<file path="config.mk">
export PLATFORM = sky130hd
export DESIGN_NAME = noc_multi_display_pio
export DESIGN_NICKNAME = d
export VERILOG_FILES = /design/src/rtl/noc_multi_display_pio.sv
export SDC_FILE = /design/constraint.sdc
export NUM_CORES = 1
export LEC_CHECK = 0
export CAP_MARGIN = 10
export CORE_MARGIN = 2
export CORE_UTILIZATION = 30
export CTS_CLUSTER_DIAMETER = 50
export DETAILED_ROUTE_END_ITERATION = 10
export PLACE_DENSITY_LB_ADDON = 0.25
export SYNTH_ARGS = -nofsm -noshare
export SYNTH_HDL_FRONTEND = slang
export SYNTH_SLANG_ARGS = --single-unit
export TNS_END_PERCENT = 20
</file>
<file path="constraint.sdc">
create_clock -name clk -period 2.2 [get_ports clk]
set_input_delay 0.44 -clock clk [delete_from_list [all_inputs] [get_ports clk]]
set_output_delay 0.44 -clock clk [all_outputs]
set_load 0.01 [all_outputs]
</file>
<file path="src/rtl/noc_multi_display_pio.sv">
// noc_multi_display_pio: multi-channel seven-segment display PIO on the NOC
// Avalon-MM peripheral bus, with optional hex decode, hardware blink, global
// output polarity and a synchronised edge-capturing input port with interrupt.
module noc_multi_display_pio #(
    parameter int NUM_CH    = 4,
    parameter int IN_W      = 7,
    parameter int BLINK_DIV = 25000000
) (
    input  logic                  clk,
    input  logic                  reset_n,
    input  logic [3:0]            address,
    input  logic                  chipselect,
    input  logic                  write_n,
    input  logic [31:0]           writedata,
    output logic [31:0]           readdata,
    input  logic [IN_W-1:0]       in_port,
    output logic [NUM_CH*7-1:0]   out_port,
    output logic                  irq
);

    localparam int CNT_W = (BLINK_DIV > 1) ? $clog2(BLINK_DIV) : 1;
    localparam logic [CNT_W-1:0] CNT_LAST = CNT_W'(BLINK_DIV - 1);

    localparam logic [3:0] ADDR_CTRL    = 4'd8;
    localparam logic [3:0] ADDR_IN_DATA = 4'd9;
    localparam logic [3:0] ADDR_EDGE    = 4'd10;
    localparam logic [3:0] ADDR_MASK    = 4'd11;

    // Hex digit to active-high segment pattern, bit 0 = a ... bit 6 = g
    function automatic logic [6:0] hex7(input logic [3:0] v);
        logic [6:0] s;
        case (v)
            4'h0: s = 7'h3F;
            4'h1: s = 7'h06;
            4'h2: s = 7'h5B;
            4'h3: s = 7'h4F;
            4'h4: s = 7'h66;
            4'h5: s = 7'h6D;
            4'h6: s = 7'h7D;
            4'h7: s = 7'h07;
            4'h8: s = 7'h7F;
            4'h9: s = 7'h6F;
            4'hA: s = 7'h77;
            4'hB: s = 7'h7C;
            4'hC: s = 7'h39;
            4'hD: s = 7'h5E;
            4'hE: s = 7'h79;
            default: s = 7'h71;
        endcase
        return s;
    endfunction

    logic                     wr_en;
    logic [NUM_CH-1:0][6:0]   data_q, data_d;
    logic [NUM_CH-1:0]        decode_en_q, decode_en_d;
    logic [NUM_CH-1:0]        blink_en_q, blink_en_d;
    logic                     invert_q, invert_d;
    logic [IN_W-1:0]          s1_q, s2_q, d_q;
    logic [IN_W-1:0]          edge_q, edge_d;
    logic [IN_W-1:0]          irq_mask_q, irq_mask_d;
    logic [CNT_W-1:0]         cnt_q, cnt_d;
    logic                     phase_q, phase_d;
    logic [NUM_CH*7-1:0]      out_q, out_d;
    logic [31:0]              readdata_q, readdata_d;
    logic                     unused_wdata;

    assign wr_en        = chipselect & ~write_n;
    assign unused_wdata = ^writedata;

    // Register-file writes; CTRL bits for absent channels are simply dropped
    always_comb begin
        data_d      = data_q;
        decode_en_d = decode_en_q;
        blink_en_d  = blink_en_q;
        invert_d    = invert_q;
        irq_mask_d  = irq_mask_q;
        for (int n = 0; n < NUM_CH; n++) begin
            if (wr_en && address == 4'(n)) begin
                data_d[n] = writedata[6:0];
            end
        end
        if (wr_en && address == ADDR_CTRL) begin
            decode_en_d = writedata[NUM_CH-1:0];
            blink_en_d  = writedata[8 +: NUM_CH];
            invert_d    = writedata[16];
        end
        if (wr_en && address == ADDR_MASK) begin
            irq_mask_d = writedata[IN_W-1:0];
        end
    end

    // Sticky rising-edge capture; a new edge beats a same-cycle clear
    always_comb begin
        edge_d = edge_q;
        if (wr_en && address == ADDR_EDGE) begin
            edge_d = edge_q & ~writedata[IN_W-1:0];
        end
        edge_d = edge_d | (s2_q & ~d_q);
    end

    // Free-running blink divider; phase flips each time the counter wraps
    always_comb begin
        cnt_d   = cnt_q + CNT_W'(1);
        phase_d = phase_q;
        if (cnt_q == CNT_LAST) begin
            cnt_d   = '0;
            phase_d = ~phase_q;
        end
    end

    // Segment pipeline: decode or raw, then blink blanking, then polarity
    always_comb begin
        logic [6:0] seg;
        seg   = '0;
        out_d = '0;
        for (int n = 0; n < NUM_CH; n++) begin
            seg = decode_en_q[n] ? hex7(data_q[n][3:0]) : data_q[n];
            if (blink_en_q[n] && phase_q) begin
                seg = '0;
            end
            out_d[7*n +: 7] = seg ^ {7{invert_q}};
        end
    end

    // Read mux, sampled every clock regardless of chipselect
    always_comb begin
        readdata_d = '0;
        for (int n = 0; n < NUM_CH; n++) begin
            if (address == 4'(n)) begin
                readdata_d[6:0] = data_q[n];
            end
        end
        case (address)
            ADDR_CTRL: begin
                readdata_d[NUM_CH-1:0]  = decode_en_q;
                readdata_d[8 +: NUM_CH] = blink_en_q;
                readdata_d[16]          = invert_q;
            end
            ADDR_IN_DATA: readdata_d[IN_W-1:0] = s2_q;
            ADDR_EDGE:    readdata_d[IN_W-1:0] = edge_q;
            ADDR_MASK:    readdata_d[IN_W-1:0] = irq_mask_q;
            default:      ;
        endcase
    end

    // All state registers, cleared asynchronously by reset_n
    always_ff @(posedge clk or negedge reset_n) begin
        if (!reset_n) begin
            data_q      <= '0;
            decode_en_q <= '0;
            blink_en_q  <= '0;
            invert_q    <= 1'b0;
            irq_mask_q  <= '0;
            s1_q        <= '0;
            s2_q        <= '0;
            d_q         <= '0;
            edge_q      <= '0;
            cnt_q       <= '0;
            phase_q     <= 1'b0;
            out_q       <= '0;
            readdata_q  <= '0;
        end else begin
            data_q      <= data_d;
            decode_en_q <= decode_en_d;
            blink_en_q  <= blink_en_d;
            invert_q    <= invert_d;
            irq_mask_q  <= irq_mask_d;
            s1_q        <= in_port;
            s2_q        <= s1_q;
            d_q         <= s2_q;
            edge_q      <= edge_d;
            cnt_q       <= cnt_d;
            phase_q     <= phase_d;
            out_q       <= out_d;
            readdata_q  <= readdata_d;
        end
    end

    assign out_port = out_q;
    assign readdata = readdata_q;
    assign irq      = |(edge_q & irq_mask_q);

endmodule

</file>
==> flow_summary.yaml <==
placement:
  portBuffers: 67
  gp_congestion: 0.833
  dpl.hpwl_um: 11700
synthesis:
  yosysWarnings: 0
  syn_area_per_cell_um2: 11.4
  yosys.cell_types.count: 60
  netlist_top_cells_area: "dfrtp_1 49%, mux2_2 7.2%, ha_1 4.4%, xor2_1 3.9%, mux4_2 3.5%"
  synth_flop_cell: "dfrtp_1"
  synthArstFlopShare: 1.00
  synth_edf_count: 0
  synth.top_cell.area_share: 0.490
  ys_ff_latch: 138
  synth_area_um2: 7050
  synthCells: 619
  synth_top_area_cell: "dfrtp_1"
  ys_seq_area_frac: 0.490
layout:
  n_antenna_cell: 0
  drive_above_1_share: 0.178
  finalNetCount: 772
  fillers: 2299
  utilization: 0.375
  syn_to_final_growth_pct: 23.6
grt:
  grt_pass1_vias: 5001
  grt_pass1_wl_um: 26600
  antenna_found_initial: 0
  track_usage: 0.141
  grt_max_degree: 66
  grt_overflow: 0
timing:
  period_needed_ns: 2.10
  slew_headroom: 0.639
  setup_tns_ns: 0
  hold_viol: 0
  setup_viol: 0
  fin_skew_ns: 0.00911
  final_max_slew_viol_count: 0
  tightestPinTransition_ns: 0.541
  fin_crit_sh: 0.954
  rsz0062_at_grt: "no"
  fmax_mhz: 477
route:
  drcViolationCount: 0
  dr.pass1.iters: 4
  finalWirelength_um: 16300
  wl_per_cell_um: 15.8
  via_count: 4898
  vias_per_cell: 4.75
  initialDrtViolationCount: 270
  ant_nets: 0
power_and_ir_drop:
  pwr_density_cell_nw_per_um2: 942
  p_total_uw: 8210
  seqPwrFrac: 0.415
  power.switching_uw: 2480
  cellInternalPower_uw: 5730
  pwr-share-comb: 0.254
  p_leak_uw: 0.00376
  p_sw_frac: 0.302
  p_clk_frac: 0.331
  ir_worst_vdd_uv: 522
cts:
  htree_levels: 4
  cts-root-buf: "clkbuf_16"
  numCtsBuffers: 17
  clkSinkCount: 138
  clk_latency_ns: 0.42
  cts_tree: "yes"
  clk_pin_slew_ns: 0.06
  postCtsSetupBuffers: 0
  cts_max_path_buffers: 2
die:
  io_pins: 108
  die_height_um: 157
  row_count: 56
  dieArea_um2: 24700
  initial_core_util: 0.303
  core-area_um2: 23300
  die_w_um: 157
worst_hold_path:
  hold_start: "s1_q[5]$_DFF_PN0_"
  hold_depth: 0
  whs_endpoint: "s2_q[5]$_DFF_PN0_"
  hold_class: "register to register"
setup_path:
  path_class: "register to output port"
  crit_fanout: 3
  timing.rr.start: "data_q[0]$_DFFE_PN0P_"
  rrSetupSlack_ns: 0.41
  r2r_cells: 6
  critPathLaunchType: "register"
  worstSetupEndpointType: "output port"
  reg2reg_to: "out_port[5]$_DFF_PN0_"
  cp_data_arrival_time_ns: 1.66
  crit_required_ns: 1.76
outcome:
  status: "completed"
flow_run:
  maxCapViolations: 0
## state kept, by name, indices dropped and copies added (netlist names)
name / flops
phase_q: 1
readdata: 12
invert_q: 1
out_port: 28
edge_q: 7
blink_en_q: 4
decode_en_q: 4
irq_mask_q: 7
s2_q: 7
d_q: 7
cnt_q: 25
data_q: 28
s1_q: 7
## power by group through the flow
stage                     clock, uW  combinational [uW]  sequential [uW]
after floorplan                   0                1150             3400
after global placement            0                2070             3430
after detailed placement          0                2100             3450
after CTS                      2800                2110             3410
after global routing           2910                2290             3480
final                          2720                2080             3410
## cell usage after synthesis, types with 17 or more instances
library cell and count:
inv_1 24, o21ai_0 21, nor2_1 21, xor2_1 31, clkbuf_1 17, dfrtp_1 138, ha_1 25, a21oi_1 24
buf_4 20, nand2_1 40, nand3_1 22, mux2_2 45, nand2b_1 20
## what timing repair did
| item | CTS | global route |
|---|---|---|
| hold buffers | 1 | 0 |
| resized for setup | 1 | 0 |
| endpoints found under the hold margin | 34 | 0 |
| setup endpoints to repair | 1 | 0 |
## cell usage in the layout (no fill, tap or decap), drive strengths merged, types with 19 or more instances in the layout
master	instances
dfrtp	138
clkdlybuf4s50	65
mux2	45
nand2	40
xor2	31
inv	26
ha	25
a21oi	24
buf	24
nand3	22
nor2	22
o21ai	21
nand2b	20
conb	20
clkbuf	19
## layer usage
| layer | global-route usage | up-vias | wire length (um) |
|---|---|---|---|
| met2 | 0.234 | 111 | 7930 |
| li1 | - | 2323 | - |
| met3 | 0.0333 | 26 | 686 |
| met1 | 0.178 | 2438 | 7350 |
| met5 | 0 | - | 0 |
| met4 | 0.0541 | 0 | 301 |
## metrics by stage
stage	worst slack, ns	cell area [um^2]	hold slack (ns)	instances
6_report	0.102	8710	0.349	1032
5_1_grt	0.0517	8710	0.361	1032
4_1_cts	0.0807	8710	0.349	1032
3_5_place_dp	0.00251	8140	0.335	999
3_3_place_gp	0.0301	8140	0.333	999
2_1_floorplan	0.442	7120	0.144	638
## cells by family after synthesis
logic type,after synthesis,synth area share
flops,138,0.490
xor+xnor,42,0.0522
other cells,1,0.000532
mux,68,0.124
buf+inv,72,0.0516
fa+ha+maj,25,0.0444
simple gates,169,0.140
compound gates,104,0.0971
## layout make-up
class | count | area [um^2] | share of cell area
tap | 319 | 399 | 0.0458
multi-input combinational | 428 | 3300 | 0.379
inverter | 24 | 90.1 | 0.0103
timing repair buffer | 91 | 903 | 0.104
sequential | 138 | 3450 | 0.396
clock buffer | 19 | 443 | 0.0508
clock inverter | 13 | 120 | 0.0138
## how the worst max path moves through the flow
stage	start	endpoint	slack, ns	depth (start not counted)
2_1_floorplan	address[2]	data_q[23]$_DFFE_PN0P_	0.44	5
3_3_place_gp	address[3]	data_q[26]$_DFFE_PN0P_	0.03	5
3_5_place_dp	address[3]	data_q[25]$_DFFE_PN0P_	0.003	5
4_1_cts	edge_q[3]$_DFF_PN0_	irq	0.08	3
5_1_grt	edge_q[3]$_DFF_PN0_	irq	0.05	3
6_report	edge_q[3]$_DFF_PN0_	irq	0.10	3
## critical path, stage by stage, from the launching register on
cell and delay (ns):
dfrtp_1 0.40, a222oi_1 0.35, nand3_1 0.16, dlygate4sd2_1 0.32
Note: power is estimated with default switching activity, not from simulation.
